[config.mk]
export PLATFORM = sky130hd
export DESIGN_NAME = uart_rx_capture
export DESIGN_NICKNAME = d
export VERILOG_FILES = /design/src/rtl/uart_rx_capture_pkg.sv /design/src/rtl/uart_capture_fifo.sv /design/src/rtl/uart_rx_capture.sv
export SDC_FILE = /design/constraint.sdc
export NUM_CORES = 1
export LEC_CHECK = 0
export CAP_MARGIN = 15
export CORE_UTILIZATION = 40
export CTS_CLUSTER_DIAMETER = 200
export CTS_CLUSTER_SIZE = 28
export DETAILED_ROUTE_END_ITERATION = 10
export GPL_ROUTABILITY_DRIVEN = 0
export PLACE_DENSITY = 0.68
export SLEW_MARGIN = 20
export SYNTH_ARGS = -nofsm -noshare
export SYNTH_HDL_FRONTEND = slang
export SYNTH_SLANG_ARGS = --single-unit
[constraint.sdc]
create_clock -name clk -period 6.67 [get_ports clk]
set_clock_uncertainty 0.05 [all_clocks]
set_input_delay 1.0005 -clock clk [delete_from_list [all_inputs] [get_ports clk]]
set_output_delay 1.0005 -clock clk [all_outputs]
set_load 0.1 [all_outputs]
[src/rtl/uart_rx_capture_pkg.sv]
// Shared types and helpers for the UART receive capture block.
package uart_rx_capture_pkg;

  localparam int unsigned MAX_DATA_BITS = 8;

  typedef enum logic [2:0] {
    ST_IDLE,
    ST_START,
    ST_DATA,
    ST_PARITY,
    ST_STOP,
    ST_BREAK
  } rx_state_e;

  // Parity bit a correct transmitter would send for this data word.
  function automatic logic parity_calc(input logic [MAX_DATA_BITS-1:0] data, input logic odd);
    return (^data) ^ odd;
  endfunction

endpackage

[src/rtl/uart_capture_fifo.sv]
// First-word-fall-through FIFO with synchronous clear and occupancy count.
module uart_capture_fifo #(
  parameter int unsigned WIDTH = 10,
  parameter int unsigned DEPTH = 16
) (
  input  logic                     clk,
  input  logic                     rst_n,
  input  logic                     clr_i,
  input  logic                     push_i,
  input  logic [WIDTH-1:0]         wdata_i,
  input  logic                     pop_i,
  output logic [WIDTH-1:0]         rdata_o,
  output logic                     full_o,
  output logic                     empty_o,
  output logic [$clog2(DEPTH):0]   level_o
);

  localparam int unsigned AW = $clog2(DEPTH);
  localparam int unsigned LW = AW + 1;

  logic [WIDTH-1:0] mem_q [DEPTH];
  logic [AW-1:0]    wr_ptr_q, wr_ptr_d;
  logic [AW-1:0]    rd_ptr_q, rd_ptr_d;
  logic [LW-1:0]    count_q, count_d;
  logic             full_q, full_d;
  logic             empty_q, empty_d;
  logic             do_push, do_pop;

  // A pop frees a slot in the same cycle, so push-while-full succeeds only alongside a pop.
  always_comb begin
    do_pop   = pop_i & ~empty_q & ~clr_i;
    do_push  = push_i & (~full_q | do_pop) & ~clr_i;
    wr_ptr_d = wr_ptr_q;
    rd_ptr_d = rd_ptr_q;
    count_d  = count_q;
    if (clr_i) begin
      wr_ptr_d = '0;
      rd_ptr_d = '0;
      count_d  = '0;
    end else begin
      if (do_push) wr_ptr_d = wr_ptr_q + AW'(1);
      if (do_pop)  rd_ptr_d = rd_ptr_q + AW'(1);
      count_d = count_q + LW'(do_push) - LW'(do_pop);
    end
    full_d  = (count_d == LW'(DEPTH));
    empty_d = (count_d == '0);
  end

  always_ff @(posedge clk or negedge rst_n) begin
    if (!rst_n) begin
      wr_ptr_q <= '0;
      rd_ptr_q <= '0;
      count_q  <= '0;
      full_q   <= 1'b0;
      empty_q  <= 1'b1;
    end else begin
      wr_ptr_q <= wr_ptr_d;
      rd_ptr_q <= rd_ptr_d;
      count_q  <= count_d;
      full_q   <= full_d;
      empty_q  <= empty_d;
    end
  end

  always_ff @(posedge clk) begin
    if (do_push) mem_q[wr_ptr_q] <= wdata_i;
  end

  // Stale storage is masked so an empty FIFO presents zeros.
  assign rdata_o = empty_q ? '0 : mem_q[rd_ptr_q];
  assign full_o  = full_q;
  assign empty_o = empty_q;
  assign level_o = count_q;

endmodule

[src/rtl/uart_rx_capture.sv]
// UART receive monitor: oversampled frame decoder feeding an FWFT buffer with error tags.
module uart_rx_capture
  import uart_rx_capture_pkg::*;
#(
  parameter int unsigned DATA_BITS    = 8,
  parameter int unsigned PARITY_EN    = 0,
  parameter int unsigned PARITY_ODD   = 0,
  parameter int unsigned STOP_BITS    = 1,
  parameter int unsigned CLKS_PER_BIT = 217,
  parameter int unsigned FIFO_DEPTH   = 16
) (
  input  logic                          clk,
  input  logic                          rst_n,
  input  logic                          rx_i,
  input  logic                          rx_en_i,
  output logic [DATA_BITS-1:0]          data_o,
  output logic                          perr_o,
  output logic                          ferr_o,
  output logic                          valid_o,
  input  logic                          ready_i,
  output logic                          overflow_o,
  output logic                          break_o,
  input  logic                          clr_i,
  output logic [$clog2(FIFO_DEPTH):0]   level_o
);

  localparam int unsigned CNT_W = $clog2(CLKS_PER_BIT);
  localparam int unsigned BIT_W = $clog2(DATA_BITS);
  localparam int unsigned LVL_W = $clog2(FIFO_DEPTH) + 1;

  if (DATA_BITS < 5 || DATA_BITS > 8) begin : g_bad_data_bits
    $fatal(1, "uart_rx_capture: DATA_BITS must be 5..8");
  end
  if (PARITY_EN > 1 || PARITY_ODD > 1) begin : g_bad_parity
    $fatal(1, "uart_rx_capture: PARITY_EN and PARITY_ODD must be 0 or 1");
  end
  if (STOP_BITS < 1 || STOP_BITS > 2) begin : g_bad_stop
    $fatal(1, "uart_rx_capture: STOP_BITS must be 1 or 2");
  end
  if (CLKS_PER_BIT < 8) begin : g_bad_cpb
    $fatal(1, "uart_rx_capture: CLKS_PER_BIT must be >= 8");
  end
  if (FIFO_DEPTH < 2 || (FIFO_DEPTH & (FIFO_DEPTH - 1)) != 0) begin : g_bad_depth
    $fatal(1, "uart_rx_capture: FIFO_DEPTH must be a power of two >= 2");
  end

  typedef struct packed {
    logic                 ferr;
    logic                 perr;
    logic [DATA_BITS-1:0] data;
  } entry_t;

  logic                 rx_meta_q, rx_meta_d;
  logic                 rxs_q, rxs_d;
  logic                 rxs_prev_q, rxs_prev_d;
  rx_state_e            state_q, state_d;
  logic [CNT_W-1:0]     cnt_q, cnt_d;
  logic [BIT_W-1:0]     bit_idx_q, bit_idx_d;
  logic                 stop_idx_q, stop_idx_d;
  logic [DATA_BITS-1:0] shift_q, shift_d;
  logic                 perr_q, perr_d;
  logic                 ferr_q, ferr_d;
  logic                 break_q, break_d;
  logic                 overflow_q, overflow_d;

  logic                 fall_c;
  logic                 mid_bit_c;
  logic                 ferr_now_c;
  logic                 push_c;
  logic                 pop_fire_c;
  entry_t               push_entry_c;
  entry_t               head_c;
  logic                 fifo_full;
  logic                 fifo_empty;
  logic [LVL_W-1:0]     fifo_level;

  always_comb begin
    rx_meta_d  = rx_i;
    rxs_d      = rx_meta_q;
    rxs_prev_d = rxs_q;
  end

  assign fall_c     = rxs_prev_q & ~rxs_q;
  assign mid_bit_c  = (cnt_q == CNT_W'(CLKS_PER_BIT - 1));
  assign ferr_now_c = ferr_q | ~rxs_q;

  // Frame decoder; after the start-bit midpoint every sample lands one full bit later.
  always_comb begin
    state_d      = state_q;
    cnt_d        = cnt_q;
    bit_idx_d    = bit_idx_q;
    stop_idx_d   = stop_idx_q;
    shift_d      = shift_q;
    perr_d       = perr_q;
    ferr_d       = ferr_q;
    break_d      = break_q;
    push_c       = 1'b0;
    push_entry_c = '{ferr: ferr_now_c, perr: perr_q, data: shift_q};

    unique case (state_q)
      ST_IDLE: begin
        if (rx_en_i && fall_c) begin
          state_d = ST_START;
          cnt_d   = '0;
        end
      end
      ST_START: begin
        if (cnt_q == CNT_W'(CLKS_PER_BIT / 2)) begin
          if (rxs_q) begin
            state_d = ST_IDLE;
          end else begin
            state_d   = ST_DATA;
            cnt_d     = '0;
            bit_idx_d = '0;
            perr_d    = 1'b0;
            ferr_d    = 1'b0;
          end
        end else begin
          cnt_d = cnt_q + CNT_W'(1);
        end
      end
      ST_DATA: begin
        if (mid_bit_c) begin
          cnt_d     = '0;
          shift_d   = {rxs_q, shift_q[DATA_BITS-1:1]};
          bit_idx_d = bit_idx_q + BIT_W'(1);
          if (bit_idx_q == BIT_W'(DATA_BITS - 1)) begin
            state_d    = (PARITY_EN != 0) ? ST_PARITY : ST_STOP;
            stop_idx_d = 1'b0;
          end
        end else begin
          cnt_d = cnt_q + CNT_W'(1);
        end
      end
      ST_PARITY: begin
        if (mid_bit_c) begin
          cnt_d   = '0;
          perr_d  = rxs_q != parity_calc(MAX_DATA_BITS'(shift_q), 1'(PARITY_ODD));
          state_d = ST_STOP;
        end else begin
          cnt_d = cnt_q + CNT_W'(1);
        end
      end
      ST_STOP: begin
        if (mid_bit_c) begin
          cnt_d  = '0;
          ferr_d = ferr_now_c;
          if (stop_idx_q == 1'(STOP_BITS - 1)) begin
            push_c = 1'b1;
            if (shift_q == '0 && !rxs_q) begin
              state_d = ST_BREAK;
              break_d = 1'b1;
            end else begin
              state_d = ST_IDLE;
            end
          end else begin
            stop_idx_d = 1'b1;
          end
        end else begin
          cnt_d = cnt_q + CNT_W'(1);
        end
      end
      ST_BREAK: begin
        if (rxs_q) begin
          state_d = ST_IDLE;
          break_d = 1'b0;
        end
      end
      default: state_d = ST_IDLE;
    endcase

    // Disabling the receiver abandons any partial frame without touching the buffer.
    if (!rx_en_i && (state_q == ST_START || state_q == ST_DATA ||
                     state_q == ST_PARITY || state_q == ST_STOP)) begin
      state_d = ST_IDLE;
      push_c  = 1'b0;
      break_d = break_q;
    end
  end

  assign pop_fire_c = valid_o & ready_i;

  always_comb begin
    overflow_d = overflow_q;
    if (clr_i) begin
      overflow_d = 1'b0;
    end else if (push_c && fifo_full && !pop_fire_c) begin
      overflow_d = 1'b1;
    end
  end

  always_ff @(posedge clk or negedge rst_n) begin
    if (!rst_n) begin
      rx_meta_q  <= 1'b1;
      rxs_q      <= 1'b1;
      rxs_prev_q <= 1'b1;
      state_q    <= ST_IDLE;
      cnt_q      <= '0;
      bit_idx_q  <= '0;
      stop_idx_q <= 1'b0;
      shift_q    <= '0;
      perr_q     <= 1'b0;
      ferr_q     <= 1'b0;
      break_q    <= 1'b0;
      overflow_q <= 1'b0;
    end else begin
      rx_meta_q  <= rx_meta_d;
      rxs_q      <= rxs_d;
      rxs_prev_q <= rxs_prev_d;
      state_q    <= state_d;
      cnt_q      <= cnt_d;
      bit_idx_q  <= bit_idx_d;
      stop_idx_q <= stop_idx_d;
      shift_q    <= shift_d;
      perr_q     <= perr_d;
      ferr_q     <= ferr_d;
      break_q    <= break_d;
      overflow_q <= overflow_d;
    end
  end

  uart_capture_fifo #(
    .WIDTH ($bits(entry_t)),
    .DEPTH (FIFO_DEPTH)
  ) u_fifo (
    .clk     (clk),
    .rst_n   (rst_n),
    .clr_i   (clr_i),
    .push_i  (push_c),
    .wdata_i (push_entry_c),
    .pop_i   (ready_i),
    .rdata_o (head_c),
    .full_o  (fifo_full),
    .empty_o (fifo_empty),
    .level_o (fifo_level)
  );

  assign data_o     = head_c.data;
  assign perr_o     = head_c.perr;
  assign ferr_o     = head_c.ferr;
  assign valid_o    = ~fifo_empty;
  assign level_o    = fifo_level;
  assign overflow_o = overflow_q;
  assign break_o    = break_q;

endmodule
==> key figures, run 1 <==
Status
  • Status: completed

Timing
  • Final number of max-transition violations: 0
  • Peak Freq: 215 MHz
  • Unrepaired setup endpoints after global routing: no
  • Final setup vio count: 0
  • Slew headroom: 31.9%
  • Final setup TNS: 0 ns
  • Fin. Hold Viols: 0
  • Tcrit/Tclk final: 69.6%
  • Slew at the pin with the worst max-slew slack: 1.02 ns
  • Period minus WS final: 4.64 ns

Global routing
  • First-pass GRT wire length: 26.9 mm
  • Number of global-route vias before repair: 4714
  • Total gr overflow: 0
  • Initial antenna violation count: 0
  • Pin count of the biggest net entering global routing: 45
  • Total Routing Usage GR: 16.0%

Final layout
  • Share of cells above drive strength 1: 13.6%
  • Layout Cells excl Fill: 813
  • Syn-to-layout area delta: 9.29%
  • Layout net count: 561
  • Antenna Cells: 0
  • Most common cell after layout, fill and taps aside: edfxtp_1
  • Filler Cells Inserted: 1803
  • Multi-input logic area: 2560 um^2
  • Most frequent cells in the layout: edfxtp_1 (160), mux4_2 (40), dfrtp_1 (39), nor2_1 (28), nand2_1 (26)
  • FF+latch area: 5910 um^2

Logic synthesis
  • Syn nets: 546
  • Syn Inst Count: 521
  • Post-synth EDFFs: 160
  • Synth cell types: 61
  • Syn. warnings: 0
  • Sequential fraction of the synthesis area: 68.2%
  • Netlist Area Pre-Place: 8670 um^2
  • Synth Register Bits: 204
  • Synth Flop Type: edfxtp_1
  • Syn avg cell area: 16.6 um^2
  • Share of synthesized registers carrying an async set or reset: 21.6%

Clocking
  • CTS tree: done
  • CTS resizes: 0
  • CTS hold repair buffers: 0
  • CTS Buffer Depth: 3
  • Clk sinks: 204
  • Clock Pin Slew Worst Setup and Hold Paths: 0.10 ns
  • CTS H-tree lvls: 1
  • Clk root buf: clkbuf_16
  • Worst-Skew Late Latency: 0.46 ns
  • Num CTS Buffers: 11
  • Postcts setup bufs: 0

Detailed routing
  • DR vias: 4572
  • DRC Markers: 0
  • Drt pass-1 iters: 5
  • ANT nets after route: 0
  • Post-Route WL: 17.0 mm
  • DR iter-0 viols: 349
  • Wire per inst: 20.9 um
  • Vias per inst: 5.62

Worst setup path
  • CP Capture Type: primary output
  • Flop2flop setup slack: 3.41 ns
  • CP Data Arrival Time: 3.59 ns
  • Worst-path maximum fanout: 32
  • Setup CP Type: reg2out
  • Critical Path RT: 5.62 ns
  • CP startpoint kind: register

Flow run
  • Max-cap violations: 0

Pwr
  • Total power draw: 3030 uW
  • Leak Pwr: 0.00345 uW
  • VDD IR-drop max: 0.297 mV
  • PwrDens: 320 nW/um^2

Placed design
  • Post-DP HPWL: 11.0 mm
  • Inst Count DP: 798
  • PortBufs: 23

Hold path
  • Type of the most critical hold path: reg2reg

Die
  • Initial Utilization: 41.0%
  • Core area: 21200 um^2
  • Die H: 149 um
  • Die W: 149 um
  • IO Pins: 24
  • Row count: 53
  • Die area: 22300 um^2
==> layer usage <==
metal / vias up / GRT usage (%) / routed length (um)
met3: 21 / 2.60 / 984
met5: - / 0 / 0
li1: 2040 / - / -
met4: 0 / 3.32 / 249
met1: 2382 / 22.6 / 7700
met2: 129 / 26.0 / 8080
==> final cells by class <==
| class | count | area share [%] |
|---|---|---|
| flip-flops and latches | 204 | 62.4 |
| inverters | 25 | 0.990 |
| repair buffers | 27 | 2.69 |
| well taps | 275 | 3.63 |
| clock inverters | 1 | 0.211 |
| multi-input cells | 267 | 27.0 |
| clock buffers | 14 | 3.02 |
==> path summary, 6_finish.rpt <==
path                                    start                  end  cells past startpoint
max in group asynchronous               rst_n   u_fifo.rd_ptr_q[0]                      1
max                        u_fifo.rd_ptr_q[0]               perr_o                      5
min reg2reg                         rx_meta_q           rxs_prev_d                      0
max reg2reg                          cnt_q[0]  u_fifo.mem_q[13][7]                      6
min in group asynchronous               rst_n             cnt_q[0]                      1
min                                 rx_meta_q           rxs_prev_d                      0
==> sequential cells by signal (all words and copies together) (netlist names), 3 cells and up <==
| signal | flops |
|---|---|
| shift_q | 8 |
| bit_idx_q | 3 |
| u_fifo.wr_ptr_q | 4 |
| cnt_q | 8 |
| u_fifo.mem_q | 160 |
| u_fifo.level_o | 5 |
| u_fifo.rd_ptr_q | 4 |
| state_q | 3 |
==> logic make-up (layout without fill, tap and decap cells) <==
group,Yosys count,after routing,synth area share [%]
compound gates,64,64,5.12
xor+xnor,12,12,1.37
flops,204,204,68.2
simple gates,104,104,6.45
mux,68,68,13.7
fa+ha+maj,19,19,2.83
buf+inv,50,67,2.35
==> critical path, stage by stage (launching register included) <==
cell and delay, ns:
dfrtp_4 0.86, buf_4 0.38, mux4_2 0.53, mux2i_1 0.25
o22ai_1 0.11, clkdlybuf4s50_1 0.99
==> synthesized netlist by cell type, types with 2 or more instances <==
cell	instances	area (um^2)
o31a_1	2	17.5
ha_1	18	225
o21ai_0	15	75.1
dfstp_2	4	105
o31ai_1	2	15.0
o22ai_1	13	81.3
edfxtp_1	160	4800
nand3b_1	2	15.0
a2bb2oi_1	2	17.5
mux2i_1	25	250
mux4_2	40	901
a21o_1	3	22.5
clkbuf_1	14	52.6
nor4b_1	2	17.5
nor3b_1	4	30.0
nand4bb_1	2	22.5
nor4bb_1	2	20.0
nand3_1	6	30.0
a211oi_1	2	15.0
or3_1	2	12.5
buf_1	3	11.3
a22o_1	3	26.3
buf_2	7	35.0
xnor2_1	5	43.8
a31oi_1	3	18.8
and3_1	3	18.8
xor2_1	6	52.6
nand2_1	26	97.6
nor4_1	3	18.8
nor3_1	6	30.0
nand4b_1	2	17.5
nor2b_1	3	18.8
dfrtp_1	40	1000
a21oi_1	8	40.0
inv_1	25	93.8
or2_2	2	12.5
and2b_1	4	30.0
mux2_2	2	22.5
nor2_1	28	105
==> power by group <==
part | total (uW) | internal (uW) | switching, uW
clock network | 694 | 313 | 380
logic | 836 | 286 | 550
registers | 1500 | 1400 | 96.8
total | 3030 | 2000 | 1030
==> through the flow <==
step	setup slack (ns)	hold slack, ns	util (%)	instance area (um^2)
after floorplan	2.71	0.295	-	8670
after global placement	2.23	0.300	43.3	9170
after detailed placement	2.11	0.300	43.3	9170
after CTS	1.64	0.321	44.8	9470
after global routing	1.82	0.328	44.8	9480
final	2.03	0.320	44.8	9480
Power figures use the tool's default switching activity.
==> inputs of run 2 (changes only) <==
==> constraint.sdc (replaced) <==
create_clock -name clk -period 4.44 [get_ports clk]
set_clock_uncertainty 0.05 [all_clocks]
set_input_delay 0.666 -clock clk [delete_from_list [all_inputs] [get_ports clk]]
set_output_delay 0.666 -clock clk [all_outputs]
set_load 0.1 [all_outputs]
==> run 2 against run 1 <==
Compared with the run above: sequential cell count is the same; total power up 50%; combinational power rose by 52%; sequential share of layout area down 0.85 points; clock power grew 50%; first-iteration DRC count is 15% lower; critical path type unchanged; hold slack got worse by 0.18 ns; via count fell by 1.4%; critical path depth unchanged; cell count rose by 2.2%; routed wire length fell by 1.9%.
==> key figures, run 2 (synthesis results as in run 1) <==
Pwr
  • Combinational Power Share: 28.0% (was 27.6%)
  • Switch share: 34.0% (was 33.9%)
  • Internal power: 2990 uW (was 2000 uW)
  • PwrDens: 472 nW/um^2 (was 320 nW/um^2)
  • Net Switching: 1540 uW (was 1030 uW)
  • Leak Pwr: 0.00350 uW (was 0.00345 uW)
  • Clock power share: 23.0% (was 22.9%)
  • VDD IR-drop max: 0.423 mV (was 0.297 mV)
  • Sequential power share: 49.0% (was 49.5%)

Worst setup path
  • CP Capture Type: primary output (unchanged)
  • Slowest stage cell, crit path: dfrtp_2 (was clkdlybuf4s50_1)
  • Max incr delay on CP: 0.56 ns (was 0.99 ns)
  • Worst path cell trace: buf_12 -> mux4_2 -> mux2i_1 -> o22ai_1 -> buf_4 (was buf_4 -> mux4_2 -> mux2i_1 -> o22ai_1 -> clkdlybuf4s50_1)
  • CP Data Arrival Time: 2.59 ns (was 3.59 ns)
  • Buf+Inv Stages, Crit Path: 2 (unchanged)
  • Worst path depth: 5 (unchanged)
  • Worst r2r path cells: 10 (was 6)
  • Worst-path maximum fanout: 35 (was 32)
  • Flop2flop setup slack: 1.35 ns (was 3.41 ns)
  • Setup CP Type: reg2out (unchanged)
  • CP startpoint kind: register (unchanged)
  • Critical Path RT: 3.72 ns (was 5.62 ns)
  • Top Family by Delay on Critical Path: multiplexers (was buffers and inverters)
  • Reg2reg end: u_fifo.full_o (was u_fifo.mem_q[13][7])
  • R2R Path Start: cnt_q[0] (unchanged)

Timing
  • Unrepaired setup endpoints after global routing: no (unchanged)
  • Tcrit/Tclk final: 74.5%
  • Final setup TNS: 0 ns (unchanged)
  • Fin. Hold Viols: 0 (unchanged)
  • WHS: 0.140 ns (was 0.320 ns)
  • Period minus WS final: 3.31 ns
  • Final setup vio count: 0 (unchanged)
  • Peak Freq: 302 MHz
  • Slew headroom: 34.3% (was 31.9%)
  • Slew at the pin with the worst max-slew slack: 0.983 ns (was 1.02 ns)
  • Final number of max-transition violations: 0 (unchanged)

Detailed routing
  • Wire length on met2: 8.13 mm (was 8.08 mm)
  • Met1 WL: 7.44 mm (was 7.70 mm)
  • Drt pass-1 iters: 4 (was 5)
  • Top Layer Used: met4 (unchanged)
  • DRC Markers: 0 (unchanged)
  • Vias per inst: 5.43 (was 5.62)
  • DR WL met3: 909 um (was 984 um)
  • Post-Route WL: 16.7 mm (was 17.0 mm)
  • ANT nets after route: 0 (unchanged)
  • DR vias: 4510 (was 4572)
  • Wire per inst: 20.1 um (was 20.9 um)
  • DR iter-0 viols: 296 (was 349)

Final layout
  • Share of cells above drive strength 1: 18.3% (was 13.6%)
  • Layout net count: 580 (was 561)
  • Largest register by flop count: u_fifo.mem_q (unchanged)
  • Layout Cells excl Fill: 831 (was 813)
  • Antenna Cells: 0 (unchanged)
  • Most frequent cells in the layout: edfxtp_1 (160), mux4_2 (40), dfrtp_1 (39), buf_4 (33), nor2_1 (28) (was edfxtp_1 (160), mux4_2 (40), dfrtp_1 (39), nor2_1 (28), nand2_1 (26))
  • Max reg flops: 160 (unchanged)
  • Syn-to-layout area delta: 10.8% (was 9.29%)
  • Layout Utilization: 45.4% (was 44.8%)
  • Final Cell Area: 9600 um^2 (was 9480 um^2)
  • Most common cell after layout, fill and taps aside: edfxtp_1 (unchanged)
  • Biggest regs: u_fifo.mem_q (160), cnt_q (8), shift_q (8) (unchanged)

Die
  • Row count: 53 (unchanged)
  • Core area: 21200 um^2 (unchanged)
  • IO Pins: 24 (unchanged)
  • Die W: 149 um (unchanged)
  • Die H: 149 um (unchanged)
  • Die area: 22300 um^2 (unchanged)
  • Initial Utilization: 41.0% (unchanged)

Placed design
  • Cell Area, Placed: 9300 um^2 (was 9170 um^2)
  • Post-DP HPWL: 11.0 mm (about the same)
  • PortBufs: 23 (unchanged)
  • Inst Count DP: 817 (was 798)

Clocking
  • Num CTS Buffers: 11 (unchanged)
  • CTS resizes: 0 (unchanged)
  • Clock Pin Slew Worst Setup and Hold Paths: 0.11 ns (was 0.10 ns)
  • CTS Buffer Depth: 3 (unchanged)
  • CTS H-tree lvls: 1 (unchanged)
  • Worst-Skew Late Latency: 0.45 ns (was 0.46 ns)
  • CTS tree: done (unchanged)
  • Postcts setup bufs: 0 (unchanged)
  • Clk sinks: 204 (unchanged)
  • Clk root buf: clkbuf_16 (unchanged)
  • CTS hold repair buffers: 0 (unchanged)

Hold path
  • Type of the most critical hold path: in2async (was reg2reg)

Status
  • Status: completed (unchanged)

Global routing
  • Initial antenna violation count: 0 (unchanged)
  • Number of global-route vias before repair: 4815 (was 4714)
  • First-pass GRT wire length: 26.5 mm (was 26.9 mm)
  • Total Routing Usage GR: 15.7% (was 16.0%)
  • Pin count of the biggest net entering global routing: 45 (unchanged)
  • Total gr overflow: 0 (unchanged)

Flow run
  • Max-cap violations: 0 (unchanged)
run 2: changes by cell type in the layout (fill, tap and decap cells not counted):
cell,previous run,this run
buf_12,0,1
buf_2,1,0
buf_4,4,33
clkbuf_1,3,2
clkdlybuf4s50_1,22,12
dfrtp_2,0,1
dfrtp_4,1,0
run 2: metal layers:
layer / global-route usage, % / vias to the layer above
li1: - / 2076
met1: 21.6 / 2322
met2: 26.5 / 96
met3: 2.32 / 16
met4: 2.96 / 0
met5: 0 / -
run 2: worst max-delay path by stage:
stage	startpoint	endpoint	slack, ns
6_report	u_fifo.rd_ptr_q[0]	data_o[2]	1.13
5_1_grt	u_fifo.rd_ptr_q[0]	data_o[2]	0.98
4_1_cts	u_fifo.rd_ptr_q[0]	data_o[2]	1.06
3_5_place_dp	ready_i	u_fifo.full_o	0.78
3_3_place_gp	ready_i	u_fifo.full_o	1.0
2_1_floorplan	u_fifo.empty_o	perr_o	0.81
run 2: power by group through the flow:
stage	combinational (uW)	sequential (uW)	clock [uW]
global placement	1230	2260	0
global route	1350	2240	1130
detailed placement	1270	2260	0
finish	1270	2220	1040
CTS	1270	2220	1070
floorplan	947	2300	0
run 2: per-stage QoR:
| stage | worst slack, ns | total power (uW) |
|---|---|---|
| final | 1.13 | 4530 |
| after global routing | 0.980 | 4730 |
| after CTS | 1.06 | 4560 |
| after detailed placement | 0.784 | 3530 |
| after global placement | 0.998 | 3490 |
| after floorplan | 0.811 | 3250 |
run 2: area by class of cell:
cell class | count | area [um^2]
tap | 275 | 344
sequential | 204 | 5910
multi-input combinational | 267 | 2560
fill | 1825 | 11600
inverter | 25 | 93.8
clock buffer | 13 | 283
clock inverter | 1 | 20.0
timing repair buffer | 46 | 388
run 2: worst reg2reg max path, cell delays in order, from the launching register on:
cell       delay, ns
dfrtp_1         0.43
inv_1           0.12
ha_1            0.19
nand3b_1        0.28
a2111oi_4       0.35
buf_4           0.23
and2b_1         0.14
ha_1            0.18
fa_1            0.44
nor3_1          0.25
nor4bb_1        0.31
